## config.mk

```make
export PLATFORM = sky130hd
export DESIGN_NAME = load_store_unit
export DESIGN_NICKNAME = d
export VERILOG_FILES = /design/src/rtl/lsu_pkg.sv /design/src/rtl/load_align.sv /design/src/rtl/load_store_unit.sv
export SDC_FILE = /design/constraint.sdc
export NUM_CORES = 1
export LEC_CHECK = 0
export ABC_CLOCK_PERIOD_IN_PS = 5250
export CORE_MARGIN = 4
export CORE_UTILIZATION = 45
export DETAILED_ROUTE_END_ITERATION = 8
export MAX_ROUTING_LAYER = met4
export PLACE_DENSITY_LB_ADDON = 0.05
export SYNTH_ARGS = -nofsm -noshare
export SYNTH_HDL_FRONTEND = slang
export SYNTH_SLANG_ARGS = --single-unit
```

## constraint.sdc

```tcl
create_clock -name clk -period 5.25 [get_ports clk]
set_clock_uncertainty 0.2 [all_clocks]
set_input_delay 1.575 -clock clk [delete_from_list [all_inputs] [get_ports clk]]
set_output_delay 1.575 -clock clk [all_outputs]
set_load 0.05 [all_outputs]
```

## src/rtl/lsu_pkg.sv

```systemverilog
// Shared definitions for the load/store unit: RV32I funct3 codes, FSM state
// type and the request fault check.
package lsu_pkg;

  localparam logic [2:0] LB  = 3'b000;
  localparam logic [2:0] LH  = 3'b001;
  localparam logic [2:0] LW  = 3'b010;
  localparam logic [2:0] LBU = 3'b100;
  localparam logic [2:0] LHU = 3'b101;
  localparam logic [2:0] SB  = 3'b000;
  localparam logic [2:0] SH  = 3'b001;
  localparam logic [2:0] SW  = 3'b010;

  typedef enum logic [1:0] {
    IDLE,
    REQ,
    WAIT,
    RESP
  } lsu_state_e;

  // A request faults on an unsupported width code or a misaligned half/word.
  function automatic logic access_fault(input logic       we,
                                        input logic [2:0] funct3,
                                        input logic [1:0] addr_lo);
    logic legal;
    if (we) legal = (funct3 == SB) || (funct3 == SH) || (funct3 == SW);
    else    legal = (funct3 == LB) || (funct3 == LH) || (funct3 == LW) ||
                    (funct3 == LBU) || (funct3 == LHU);
    case (funct3[1:0])
      2'b01:   return !legal || addr_lo[0];
      2'b10:   return !legal || (addr_lo != 2'b00);
      default: return !legal;
    endcase
  endfunction

endpackage

```

## src/rtl/load_align.sv

```systemverilog
// Picks the addressed byte/halfword lane out of a raw memory word and
// sign- or zero-extends it according to the load width code.
module load_align
  import lsu_pkg::*;
(
  input  logic [31:0] rdata,
  input  logic [1:0]  addr_lo,
  input  logic [2:0]  funct3,
  output logic [31:0] data
);

  logic [7:0]  byte_v;
  logic [15:0] half_v;

  // Lane select, then extension by width code
  always_comb begin
    byte_v = 8'(rdata >> {addr_lo, 3'b000});
    half_v = addr_lo[1] ? rdata[31:16] : rdata[15:0];
    case (funct3)
      LB:      data = {{24{byte_v[7]}}, byte_v};
      LH:      data = {{16{half_v[15]}}, half_v};
      LW:      data = rdata;
      LBU:     data = {24'h0, byte_v};
      LHU:     data = {16'h0, half_v};
      default: data = 32'h0;
    endcase
  end

endmodule

```

## src/rtl/load_store_unit.sv

```systemverilog
// RV32I load/store unit: accepts one core request at a time, checks
// alignment, drives a single-outstanding memory handshake and returns a
// one-cycle response carrying aligned/extended load data.
module load_store_unit
  import lsu_pkg::*;
#(
  parameter int XLEN = 32
) (
  input  logic            clk,
  input  logic            rst,
  input  logic            req_valid,
  output logic            req_ready,
  input  logic            req_we,
  input  logic [2:0]      req_funct3,
  input  logic [XLEN-1:0] req_addr,
  input  logic [XLEN-1:0] req_wdata,
  output logic            mem_valid,
  input  logic            mem_ready,
  output logic            mem_we,
  output logic [XLEN-1:0] mem_addr,
  output logic [3:0]      mem_wstrb,
  output logic [XLEN-1:0] mem_wdata,
  input  logic            mem_rvalid,
  input  logic [XLEN-1:0] mem_rdata,
  output logic            resp_valid,
  output logic [XLEN-1:0] resp_rdata,
  output logic            resp_misaligned
);

  lsu_state_e      state_q, state_d;
  logic            we_q, we_d;
  logic [2:0]      f3_q, f3_d;
  logic [XLEN-1:0] addr_q, addr_d;
  logic [XLEN-1:0] wdata_q, wdata_d;
  logic [XLEN-1:0] rdata_q, rdata_d;
  logic            mis_q, mis_d;
  logic            req_fault;
  logic [XLEN-1:0] load_data;

  assign req_fault = access_fault(req_we, req_funct3, req_addr[1:0]);

  load_align u_align (
    .rdata   (mem_rdata),
    .addr_lo (addr_q[1:0]),
    .funct3  (f3_q),
    .data    (load_data)
  );

  // State and datapath registers; reset abandons any transaction in flight
  always_ff @(posedge clk) begin
    if (rst) begin
      state_q <= IDLE;
      we_q    <= 1'b0;
      f3_q    <= 3'b000;
      addr_q  <= '0;
      wdata_q <= '0;
      rdata_q <= '0;
      mis_q   <= 1'b0;
    end else begin
      state_q <= state_d;
      we_q    <= we_d;
      f3_q    <= f3_d;
      addr_q  <= addr_d;
      wdata_q <= wdata_d;
      rdata_q <= rdata_d;
      mis_q   <= mis_d;
    end
  end

  // Next-state: faults skip memory entirely, stores skip the read wait
  always_comb begin
    state_d = state_q;
    case (state_q)
      IDLE: if (req_valid) state_d = req_fault ? RESP : REQ;
      REQ:  if (mem_ready) state_d = we_q ? RESP : WAIT;
      WAIT: if (mem_rvalid) state_d = RESP;
      RESP: state_d = IDLE;
      default: state_d = IDLE;
    endcase
  end

  // Capture the request in IDLE; resp data is zero unless a load completes
  always_comb begin
    we_d    = we_q;
    f3_d    = f3_q;
    addr_d  = addr_q;
    wdata_d = wdata_q;
    rdata_d = rdata_q;
    mis_d   = mis_q;
    case (state_q)
      IDLE: if (req_valid) begin
        we_d    = req_we;
        f3_d    = req_funct3;
        addr_d  = req_addr;
        wdata_d = req_wdata;
        mis_d   = req_fault;
        if (req_fault) rdata_d = '0;
      end
      REQ:  if (mem_ready && we_q) rdata_d = '0;
      WAIT: if (mem_rvalid) rdata_d = load_data;
      default: ;
    endcase
  end

  // Outputs: memory fields only driven while the request is presented
  always_comb begin
    req_ready       = (state_q == IDLE);
    mem_valid       = (state_q == REQ);
    resp_valid      = (state_q == RESP);
    resp_misaligned = (state_q == RESP) && mis_q;
    resp_rdata      = rdata_q;
    mem_we          = 1'b0;
    mem_addr        = '0;
    mem_wstrb       = 4'b0000;
    mem_wdata       = '0;
    if (state_q == REQ) begin
      mem_we   = we_q;
      mem_addr = {addr_q[XLEN-1:2], 2'b00};
      case (f3_q[1:0])
        2'b00: begin
          mem_wstrb = we_q ? 4'(4'b0001 << addr_q[1:0]) : 4'b0000;
          mem_wdata = {4{wdata_q[7:0]}};
        end
        2'b01: begin
          mem_wstrb = we_q ? 4'(4'b0011 << {addr_q[1], 1'b0}) : 4'b0000;
          mem_wdata = {2{wdata_q[15:0]}};
        end
        default: begin
          mem_wstrb = we_q ? 4'b1111 : 4'b0000;
          mem_wdata = wdata_q;
        end
      endcase
    end
  end

endmodule

```

==> metrics.txt, run 1 <==
# TYPE chip_impl_metric gauge
chip_impl_metric{name="antenna_violations_before_repair",unit=""} 1
chip_impl_metric{name="drt_first_iter_violations",unit=""} 531
chip_impl_info{name="clock_tree.root_cell",value="clkbuf_16"} 1
chip_impl_info{name="cts_tree",value="built"} 1
chip_impl_metric{name="final.hold.worst_slack",unit="ns"} 0.248
chip_impl_metric{name="cellLeakagePower",unit="nW"} 2.69
chip_impl_metric{name="routabilityCongestion",unit=""} 0.961
chip_impl_info{name="start_kind",value="register"} 1
chip_impl_info{name="unrepaired_setup_endpoints_after_global_routing",value="false"} 1
chip_impl_metric{name="first_global_vias",unit=""} 5133
chip_impl_metric{name="yosys_top_cell_area_share",unit="%"} 38.8
chip_impl_metric{name="groute.usage.overall",unit="%"} 24.8
chip_impl_metric{name="cts_post_setup_buffers_inserted",unit=""} 0
chip_impl_metric{name="floorplan.initialDensity",unit="%"} 46.3
chip_impl_metric{name="synthDistinctLibCells",unit=""} 42
chip_impl_metric{name="worst_ep_required_time",unit="ns"} 3.48
chip_impl_metric{name="row_count",unit=""} 39
chip_impl_metric{name="cts.reportedPaths.clkPinSlew",unit="ns"} 0.07
chip_impl_metric{name="setup_total_negative_slack",unit="ns"} 0
chip_impl_metric{name="syn_avg_cell_area",unit="µm²"} 8.00
chip_impl_metric{name="report.final.slew_viol_count",unit=""} 0
chip_impl_info{name="post_synth_main_area_contributors",value="dfxtp_1 39%, nand2_1 11%, a21oi_1 8.3%"} 1
chip_impl_metric{name="clock_sinks",unit=""} 103
chip_impl_metric{name="post_synth_instance_area",unit="µm²"} 5310
chip_impl_metric{name="synth.yosys.warnings",unit=""} 0
chip_impl_metric{name="worst_ep_arrival_time",unit="ns"} 2.75
chip_impl_metric{name="async_reset_ff_share",unit="%"} 0
chip_impl_info{name="synth_top_area_cell",value="dfxtp_1"} 1
chip_impl_metric{name="timing.max_slew.rel_slack",unit="%"} 27.5
chip_impl_metric{name="dr_total_vias",unit=""} 5391
chip_impl_metric{name="first_pass_grt_wire_length",unit="mm"} 25.9
chip_impl_info{name="status",value="complete, no violations"} 1
chip_impl_metric{name="post_route_cells_drive_above_1_share",unit="%"} 5.61
chip_impl_metric{name="cts-buffers-inserted",unit=""} 9
chip_impl_metric{name="worst_skew_pair.late_latency",unit="ns"} 0.35
chip_impl_info{name="synthFlopType",value="dfxtp_1"} 1
chip_impl_info{name="netlist_top_cells_count",value="154 x nand2_1, 103 x dfxtp_1, 88 x a21oi_1"} 1
chip_impl_metric{name="ys_seq_elements",unit=""} 103
chip_impl_metric{name="ios",unit=""} 210
chip_impl_info{name="worst-setup-path-type",value="register to primary output"} 1
chip_impl_metric{name="hpwlAfterDp",unit="mm"} 12.1
chip_impl_metric{name="cts_buffer_depth",unit=""} 2
chip_impl_metric{name="drv_cap",unit=""} 0
chip_impl_metric{name="fmax",unit="MHz"} 221
chip_impl_metric{name="chipWidth",unit="µm"} 117
chip_impl_metric{name="io_buffers",unit=""} 207
chip_impl_metric{name="largest_net_degree_at_the_start_of_global_routing",unit=""} 105
chip_impl_info{name="worstSetupEndpointType",value="primary output"} 1
chip_impl_metric{name="drt_pre_antenna_iters",unit=""} 6
chip_impl_metric{name="final_critical_path_time_including_i_o_delays_and_setup",unit="ns"} 4.53
chip_impl_metric{name="synth_edf_count",unit=""} 0
chip_impl_metric{name="timing.final.setup_violations",unit=""} 0
chip_impl_metric{name="core_area",unit="µm²"} 11500
chip_impl_metric{name="cts-hold-fix-buffers",unit=""} 0
chip_impl_metric{name="synth_seq_area_share",unit="%"} 38.8
chip_impl_metric{name="power_per_cell_area",unit="nW/µm²"} 398
chip_impl_metric{name="htreeDepth",unit=""} 3
chip_impl_metric{name="detail_route.drc_violations",unit=""} 0
chip_impl_info{name="min-delay-path-class",value="register to register"} 1
chip_impl_metric{name="post_cts_resized",unit=""} 0
chip_impl_metric{name="gr-total-overflow",unit=""} 0
chip_impl_metric{name="critical_path.max_fanout",unit=""} 24
chip_impl_info{name="post-synth-top-count-cell",value="nand2_1"} 1
chip_impl_metric{name="synthesis.instances",unit=""} 664
chip_impl_metric{name="ant_nets",unit=""} 0
chip_impl_metric{name="report.final.hold_viol_count",unit=""} 0
chip_impl_metric{name="fillers",unit=""} 1009
chip_impl_metric{name="fin_nets",unit=""} 946
chip_impl_metric{name="timing.final.crit_share",unit="%"} 86.2
chip_impl_metric{name="floorplan.die.height",unit="µm"} 117
chip_impl_metric{name="worst-slew-pin-transition",unit="ns"} 1.08
chip_impl_metric{name="finalWirelength",unit="mm"} 16.8
chip_impl_metric{name="post_drt_via_cell_ratio",unit=""} 5.49
chip_impl_metric{name="die-area",unit="µm²"} 13600
chip_impl_metric{name="worst_ir_drop_vdd",unit="mV"} 0.225
chip_impl_metric{name="avgRoutedWirePerCell",unit="µm"} 17.1
chip_impl_metric{name="layout-area-overhead-vs-synth",unit="%"} 45.1
cell usage in the layout, fill, tap and decap left out, drive strengths merged:
cell           synthesis  routed
a211o                  1       1
a211oi                 1       1
a21o                   1       1
a21oi                 88      88
a221oi                 7       7
a22oi                 24      24
a311oi                 2       2
and2                  40      40
and3                   2       2
buf                   18      12
bufinv                 0       2
clkbuf                43      12
clkdlybuf4s50          0     206
clkinv                 1       3
conb                   1       2
dfxtp                103     103
diode                  0       1
ha                     8       8
inv                    7       7
mux2i                 34      34
mux4                   1       1
nand2                154     154
nand2b                35      35
nand3b                 2       2
nor2                  36      36
nor2b                  1       1
nor3                   2       2
nor4b                  1       1
o21ai                 11      11
o21bai                 2       2
o221ai                 1       1
o31ai                  2       2
o32ai                 32      32
o41ai                  1       1
or3                    1       1
or3b                   1       1
worst paths after layout:
check,startpoint,to,slack [ns],cells after the start
setup / recovery,f3_q[1]$_SDFFE_PP0P_,mem_wstrb[2],0.72,3
hold / removal,addr_q[18]$_SDFFE_PP0P_,addr_q[18]$_SDFFE_PP0P_,0.25,2
setup reg to reg,f3_q[1]$_SDFFE_PP0P_,resp_rdata[7]$_SDFFE_PP0P_,2.22,4
hold reg to reg,addr_q[18]$_SDFFE_PP0P_,addr_q[18]$_SDFFE_PP0P_,0.25,2
logic make-up (layout without fill, tap and decap cells):
kind of cell    after synthesis  after routing  synth area share (%)
compound gates              173            173                  22.6
fa+ha+maj                     8              8                  1.89
buf+inv                      69            242                  5.75
flops                       103            103                  38.8
mux                          35             35                  6.91
other cells                   1              3                0.0706
simple gates                275            275                  23.9
worst max-delay path, cell delays in order (launching register included):
cell and delay, ns:
dfxtp_1 0.92, inv_1 0.39, a21oi_1 0.25, clkdlybuf4s50_1 0.83
per-layer routing:
metal	track usage (%)	wire [µm]	up-vias
met5	-	0	-
li1	-	-	2614
met1	30.9	6990	2532
met2	39.6	7970	222
met3	5.65	1520	23
met4	9.02	323	0
sequential cells by signal, indices dropped and copies added, names as in the netlist:
| register | count |
|---|---|
| mis_q | 1 |
| we_q | 1 |
| f3_q | 3 |
| resp_rdata | 32 |
| wdata_q | 32 |
| state_q | 2 |
| addr_q | 32 |
power by group:
part	switching, W	internal [W]
Sequential	0.000106	0.000913
Clock	0.000286	0.000417
Combinational	0.000863	0.000485
area by class of cell:
type,instances,area [µm²],area share (%)
antenna,1,2.50,0.0325
sequential,103,2060,26.8
clock inverter,4,70.1,0.910
timing repair buffer,218,2160,28.1
inverter,8,31.3,0.406
tap,143,179,2.32
clock buffer,12,236,3.07
multi-input combinational,493,2960,38.4
stage by stage:
step                      setup WS [ns]  area, µm²  power, W  util [%]  cells
after floorplan                    1.27       5310   0.00196         -    665
after global placement             1.19       7390   0.00235      64.5    965
after detailed placement           1.11       7390   0.00238      64.5    965
after CTS                         0.703       7700   0.00309      67.2    981
after global routing              0.543       7700   0.00324      67.2    982
final                             0.723       7700   0.00307      67.2    982
No activity file was read; power rests on OpenSTA's default activity.
==> inputs of run 2 (changes only) <==
- CAP_MARGIN: not set -> 20
- CORE_UTILIZATION: 45 -> 32
==> metrics.txt, run 2 (synthesized netlist as in run 1, its figures left out) <==
# TYPE chip_impl_metric gauge
chip_impl_metric{name="avgRoutedWirePerCell",unit="µm"} 17.3
chip_impl_metric{name="chipWidth",unit="µm"} 137
chip_impl_metric{name="clock_sinks",unit=""} 103
chip_impl_metric{name="floorplan.initialDensity",unit="%"} 33.1
chip_impl_metric{name="cts_buffer_depth",unit=""} 2
chip_impl_metric{name="post_route_cells_drive_above_1_share",unit="%"} 9.05
chip_impl_metric{name="die-area",unit="µm²"} 18700
chip_impl_metric{name="ant_nets",unit=""} 0
chip_impl_info{name="final_cell_mix",value="182 x clkdlybuf4s50_1, 153 x nand2_1, 102 x dfxtp_1, 88 x a21oi_1, 39 x and2_1"} 1
chip_impl_metric{name="worst_skew_pair.late_latency",unit="ns"} 0.35
chip_impl_info{name="reg2reg_to",value="resp_rdata[14]$_SDFFE_PP0P_"} 1
chip_impl_metric{name="first_pass_grt_wire_length",unit="mm"} 28.8
chip_impl_metric{name="worst_ir_drop_vdd",unit="mV"} 0.168
chip_impl_metric{name="timing.final.ws_setup",unit="ns"} 0.842
chip_impl_metric{name="timing.reg2reg.setup_slack",unit="ns"} 2.30
chip_impl_metric{name="detail_route.drc_violations",unit=""} 0
chip_impl_metric{name="timing.final.crit_share",unit="%"} 84.0
chip_impl_metric{name="report.final.slew_viol_count",unit=""} 0
chip_impl_info{name="status",value="complete, no violations"} 1
chip_impl_metric{name="fillers",unit=""} 1544
chip_impl_metric{name="timing.max_slew.rel_slack",unit="%"} 32.3
chip_impl_metric{name="timing.final.setup_violations",unit=""} 0
chip_impl_metric{name="largest_net_degree_at_the_start_of_global_routing",unit=""} 78
chip_impl_metric{name="rr_worst_depth",unit=""} 6
chip_impl_metric{name="report.final.hold_viol_count",unit=""} 0
chip_impl_info{name="cts_tree",value="built"} 1
chip_impl_metric{name="drt_first_iter_violations",unit=""} 335
chip_impl_metric{name="final_critical_path_time_including_i_o_delays_and_setup",unit="ns"} 4.41
chip_impl_metric{name="hpwlAfterDp",unit="mm"} 12.8
chip_impl_metric{name="cts.reportedPaths.clkPinSlew",unit="ns"} 0.07
chip_impl_metric{name="routabilityCongestion",unit=""} 0.820
chip_impl_info{name="worst-setup-path-type",value="register to primary output"} 1
chip_impl_info{name="final_common_cell",value="clkdlybuf4s50_1"} 1
chip_impl_info{name="hold_path.startpoint",value="addr_q[29]$_SDFFE_PP0P_"} 1
chip_impl_metric{name="worst-slew-pin-transition",unit="ns"} 1.01
chip_impl_metric{name="worst_ep_required_time",unit="ns"} 3.48
chip_impl_metric{name="cts_post_setup_buffers_inserted",unit=""} 0
chip_impl_metric{name="power_per_cell_area",unit="nW/µm²"} 399
chip_impl_metric{name="critical_path.max_fanout",unit=""} 31
chip_impl_metric{name="htreeDepth",unit=""} 3
chip_impl_info{name="min_to",value="addr_q[29]$_SDFFE_PP0P_"} 1
chip_impl_metric{name="post_cts_resized",unit=""} 0
chip_impl_metric{name="cts-hold-fix-buffers",unit=""} 0
chip_impl_metric{name="floorplan.die.height",unit="µm"} 137
chip_impl_metric{name="final_util",unit="%"} 48.3
chip_impl_info{name="clock_tree.root_cell",value="clkbuf_16"} 1
chip_impl_metric{name="drt_pre_antenna_iters",unit=""} 5
chip_impl_info{name="worstSetupEndpointType",value="primary output"} 1
chip_impl_metric{name="fmax",unit="MHz"} 227
chip_impl_metric{name="core_area",unit="µm²"} 16100
chip_impl_metric{name="fin_nets",unit=""} 948
chip_impl_metric{name="place_ws",unit="ns"} 1.18
chip_impl_info{name="reg2reg_from",value="state_q[0]$_SDFFE_PP0P_"} 1
chip_impl_info{name="start_kind",value="register"} 1
chip_impl_metric{name="ios",unit=""} 210
chip_impl_metric{name="worst_ep_arrival_time",unit="ns"} 2.63
chip_impl_metric{name="worst_hold_path.num_cells",unit=""} 2
chip_impl_metric{name="cts-buffers-inserted",unit=""} 9
chip_impl_metric{name="dr_total_vias",unit=""} 5267
chip_impl_metric{name="gr-total-overflow",unit=""} 0
chip_impl_metric{name="cellLeakagePower",unit="nW"} 2.76
chip_impl_info{name="min-delay-path-class",value="register to register"} 1
chip_impl_metric{name="first_global_vias",unit=""} 5175
chip_impl_metric{name="row_count",unit=""} 46
chip_impl_metric{name="finalWirelength",unit="mm"} 18.3
chip_impl_metric{name="drv_cap",unit=""} 0
chip_impl_metric{name="layout-area-overhead-vs-synth",unit="%"} 46.2
chip_impl_metric{name="io_buffers",unit=""} 207
chip_impl_metric{name="antenna_violations_before_repair",unit=""} 1
chip_impl_metric{name="groute.usage.overall",unit="%"} 20.1
chip_impl_metric{name="post_drt_via_cell_ratio",unit=""} 4.98
chip_impl_info{name="unrepaired_setup_endpoints_after_global_routing",value="false"} 1
chip_impl_metric{name="setup_total_negative_slack",unit="ns"} 0
[run 2: changes by cell type in the layout (fill, tap and decap cells not counted), sizes merged]
cell,previous run,this run
clkdlybuf4s50,206,182
clkbuf,12,13
buf,12,38
bufinv,2,1
[run 2: critical path, cell delays in order (launching register included)]
cell	delay, ns
dfxtp_1	0.44
ha_1	0.48
buf_4	0.35
and2_1	0.19
clkdlybuf4s50_1	0.81
[run 2: how the worst max path moves through the flow]
stage | cells past startpoint | to | start | slack, ns
after floorplan | 5 | mem_wdata[12] | state_q[1]$_SDFFE_PP0P_ | 1.27
after global placement | 4 | mem_wstrb[2] | addr_q[0]$_SDFFE_PP0P_ | 1.19
after detailed placement | 4 | mem_wstrb[2] | addr_q[0]$_SDFFE_PP0P_ | 1.18
after CTS | 4 | mem_wstrb[2] | addr_q[0]$_SDFFE_PP0P_ | 0.79
after global routing | 4 | mem_addr[19] | state_q[0]$_SDFFE_PP0P_ | 0.66
final | 4 | mem_addr[19] | state_q[0]$_SDFFE_PP0P_ | 0.84
[run 2: stage by stage]
step                      area, µm²  cells  power (W)  hold slack, ns
after floorplan                5310    665    0.00196           0.232
after global placement         7410   1037    0.00238           0.239
after detailed placement       7410   1037    0.00240           0.247
after CTS                      7720   1053    0.00312           0.257
after global routing           7760   1057    0.00329           0.274
final                          7760   1057    0.00310           0.254
[run 2: layout make-up]
cell class	count	area [µm²]	share of cell area, %
multi-input combinational	493	2960	38.1
timing repair buffer	220	2120	27.4
sequential	103	2060	26.6
clock buffer	13	270	3.48
tap	216	270	3.48
clock inverter	3	40.0	0.516
inverter	8	31.3	0.403
antenna	1	2.50	0.0322
[run 2: power by group]
group / total (W) / internal, W / switching [W] / leakage [nW]
clock network: 0.000710 / 0.000408 / 0.000302 / 0.156
registers: 0.00100 / 0.000913 / 0.0000917 / 0.841
logic: 0.00138 / 0.000487 / 0.000897 / 1.76
[run 2: routing by layer]
metal	wire [µm]	share of wire (%)	global-route usage [%]	vias up
met1	8750	48	27.6	2457
met4	202	1.1	3.88	0
met3	1260	6.9	5.55	18
met2	8060	44	30.0	172
met5	0	0	-	-
li1	-	-	-	2620
==> inputs of run 3 (changes only) <==
- ABC_CLOCK_PERIOD_IN_PS: 5250 -> 4300
- clock period: 5.25 -> 4.3 ns (I/O delays scaled with it)
==> metrics.txt, run 3 (synthesized netlist as in run 1, its figures left out) <==
# TYPE chip_impl_metric gauge
chip_impl_metric{name="timing.max_slew.rel_slack",unit="%"} 27.1
chip_impl_metric{name="timing.final.setup_violations",unit=""} 0
chip_impl_metric{name="post_route_cells_drive_above_1_share",unit="%"} 14.2
chip_impl_metric{name="largest_net_degree_at_the_start_of_global_routing",unit=""} 63
chip_impl_metric{name="fillers",unit=""} 1530
chip_impl_metric{name="report.final.slew_viol_count",unit=""} 0
chip_impl_metric{name="floorplan.die.height",unit="µm"} 137
chip_impl_metric{name="worst_skew_pair.late_latency",unit="ns"} 0.36
chip_impl_metric{name="dr_total_vias",unit=""} 5336
chip_impl_metric{name="number_of_buffer_and_inverter_instances_along_the_worst_setup_path",unit=""} 3
chip_impl_metric{name="hpwlAfterDp",unit="mm"} 13.5
chip_impl_metric{name="worst_ir_drop_vdd",unit="mV"} 0.282
chip_impl_metric{name="drt_pre_antenna_iters",unit=""} 5
chip_impl_metric{name="antenna_violations_before_repair",unit=""} 0
chip_impl_metric{name="crit_path_max_incr_delay",unit="ns"} 0.45
chip_impl_info{name="reg2reg_to",value="resp_rdata[10]$_SDFFE_PP0P_"} 1
chip_impl_info{name="setup.worst_path.end",value="mem_wdata[14]"} 1
chip_impl_metric{name="layout-area-overhead-vs-synth",unit="%"} 50.3
chip_impl_metric{name="worst-slew-pin-transition",unit="ns"} 1.09
chip_impl_metric{name="register_area",unit="µm²"} 2060
chip_impl_metric{name="cts-hold-fix-buffers",unit=""} 0
chip_impl_metric{name="placed_cell_area",unit="µm²"} 7690
chip_impl_info{name="unrepaired_setup_endpoints_after_global_routing",value="false"} 1
chip_impl_metric{name="clock_sinks",unit=""} 103
chip_impl_info{name="timing.critical_path.max_delay_family",value="buffers and inverters"} 1
chip_impl_metric{name="post_layout_nonfiller_instances",unit=""} 1056
chip_impl_metric{name="rr_worst_depth",unit=""} 7
chip_impl_metric{name="chipWidth",unit="µm"} 137
chip_impl_metric{name="core_area",unit="µm²"} 16100
chip_impl_metric{name="timing.final.ws_setup",unit="ns"} 0.521
chip_impl_metric{name="post_cts_resized",unit=""} 0
chip_impl_metric{name="gr-total-overflow",unit=""} 0
chip_impl_metric{name="row_count",unit=""} 46
chip_impl_metric{name="htreeDepth",unit=""} 3
chip_impl_info{name="final_cell_mix",value="153 x nand2_1, 139 x clkdlybuf4s50_1, 102 x dfxtp_1, 88 x a21oi_1, 53 x buf_4"} 1
chip_impl_metric{name="cellLeakagePower",unit="nW"} 2.90
chip_impl_metric{name="worst_ep_required_time",unit="ns"} 2.81
chip_impl_info{name="setup.worst_path.start",value="state_q[1]$_SDFFE_PP0P_"} 1
chip_impl_metric{name="finalWirelength",unit="mm"} 18.8
chip_impl_metric{name="worst_ep_arrival_time",unit="ns"} 2.29
chip_impl_metric{name="ios",unit=""} 210
chip_impl_metric{name="die-area",unit="µm²"} 18700
chip_impl_info{name="slowest_stage",value="ha_1"} 1
chip_impl_metric{name="post_drt_via_cell_ratio",unit=""} 5.05
chip_impl_metric{name="drv_cap",unit=""} 0
chip_impl_metric{name="cts-buffers-inserted",unit=""} 9
chip_impl_info{name="worstSetupEndpointType",value="primary output"} 1
chip_impl_metric{name="final_critical_path_time_including_i_o_delays_and_setup",unit="ns"} 3.78
chip_impl_metric{name="antenna_cells",unit=""} 0
chip_impl_metric{name="first_global_vias",unit=""} 5241
chip_impl_metric{name="detail_route.drc_violations",unit=""} 0
chip_impl_info{name="final_common_cell",value="nand2_1"} 1
chip_impl_metric{name="fin_nets",unit=""} 949
chip_impl_metric{name="cts_buffer_depth",unit=""} 2
chip_impl_metric{name="avgRoutedWirePerCell",unit="µm"} 17.8
chip_impl_metric{name="drt_first_iter_violations",unit=""} 191
chip_impl_metric{name="power_per_cell_area",unit="nW/µm²"} 473
chip_impl_metric{name="stdcell_area",unit="µm²"} 7980
chip_impl_info{name="start_kind",value="register"} 1
chip_impl_info{name="reg2reg_from",value="state_q[1]$_SDFFE_PP0P_"} 1
chip_impl_metric{name="io_buffers",unit=""} 207
chip_impl_metric{name="ant_nets",unit=""} 0
chip_impl_metric{name="report.final.hold_viol_count",unit=""} 0
chip_impl_info{name="worstPathCellList",value="inv_1 > ha_1 > clkinv_2 > a21oi_1 > buf_12"} 1
chip_impl_metric{name="timing.final.crit_share",unit="%"} 87.9
chip_impl_info{name="clock_tree.root_cell",value="clkbuf_16"} 1
chip_impl_info{name="status",value="complete, no violations"} 1
chip_impl_info{name="min-delay-path-class",value="register to register"} 1
chip_impl_metric{name="routabilityCongestion",unit=""} 0.818
chip_impl_metric{name="fmax",unit="MHz"} 265
chip_impl_info{name="worst-setup-path-type",value="register to primary output"} 1
chip_impl_metric{name="floorplan.initialDensity",unit="%"} 33.1
chip_impl_metric{name="timing.reg2reg.setup_slack",unit="ns"} 1.37
chip_impl_metric{name="dp_cells",unit=""} 1041
chip_impl_info{name="cts_tree",value="built"} 1
chip_impl_metric{name="cts.reportedPaths.clkPinSlew",unit="ns"} 0.07
chip_impl_metric{name="groute.usage.overall",unit="%"} 20.3
chip_impl_metric{name="setup_total_negative_slack",unit="ns"} 0
chip_impl_metric{name="place_ws",unit="ns"} 0.663
chip_impl_metric{name="multi_input_comb_area",unit="µm²"} 2960
chip_impl_metric{name="worst-path-stages",unit=""} 5
chip_impl_metric{name="critical_path.max_fanout",unit=""} 26
chip_impl_metric{name="first_pass_grt_wire_length",unit="mm"} 28.8
chip_impl_metric{name="cts_post_setup_buffers_inserted",unit=""} 0
-- run 3: changes by cell type in the layout (fill, tap and decap cells not counted), sizes merged --
cell,before,now
buf,38,82
clkinv,3,1
clkdlybuf4s50,182,139
diode,1,0
clkinvlp,0,2
bufinv,1,0
-- run 3: worst reg2reg max path, stage by stage (launching register included) --
cell and delay (ns):
dfxtp_1 0.36, inv_1 0.13, ha_1 0.45, clkinv_2 0.44
o221ai_2 0.49, or3_1 0.18, buf_4 0.37, o32ai_1 0.18
-- run 3: worst min path at each step --
stage	cells after the start	from	to	slack (ns)
final	2	addr_q[26]$_SDFFE_PP0P_	addr_q[26]$_SDFFE_PP0P_	0.25
after global placement	2	addr_q[24]$_SDFFE_PP0P_	addr_q[24]$_SDFFE_PP0P_	0.24
after global routing	2	addr_q[26]$_SDFFE_PP0P_	addr_q[26]$_SDFFE_PP0P_	0.27
after CTS	2	addr_q[30]$_SDFFE_PP0P_	addr_q[30]$_SDFFE_PP0P_	0.25
after floorplan	2	addr_q[10]$_SDFFE_PP0P_	addr_q[10]$_SDFFE_PP0P_	0.23
after detailed placement	2	addr_q[30]$_SDFFE_PP0P_	addr_q[30]$_SDFFE_PP0P_	0.24
-- run 3: metrics by stage --
stage          util [%]  power [W]  hold WS [ns]
2_1_floorplan         -    0.00239         0.232
3_3_place_gp       47.9    0.00297         0.239
3_5_place_dp       47.9    0.00300         0.244
4_1_cts            49.7    0.00381         0.254
5_1_grt            49.7    0.00399         0.266
6_report           49.7    0.00378         0.251
-- run 3: final cells by class --
class | count | area share [%]
timing repair buffer | 221 | 29.7
tap | 216 | 3.39
clock buffer | 13 | 3.39
sequential | 103 | 25.9
inverter | 8 | 0.392
multi-input combinational | 493 | 37.1
clock inverter | 2 | 0.188
-- run 3: where the power goes --
group | internal [W] | switching, W
Sequential | 0.00111 | 0.000147
Clock | 0.000438 | 0.000369
Combinational | 0.000628 | 0.00108
Total | 0.00218 | 0.00159
-- run 3: per-layer routing --
| layer | up-vias | global-route usage (%) | share of wire, % |
|---|---|---|---|
| met4 | 0 | 3.60 | 0.92 |
| met2 | 206 | 31.8 | 46 |
| met5 | - | - | 0 |
| met3 | 16 | 5.92 | 7.5 |
| met1 | 2501 | 26.4 | 45 |
| li1 | 2613 | - | - |
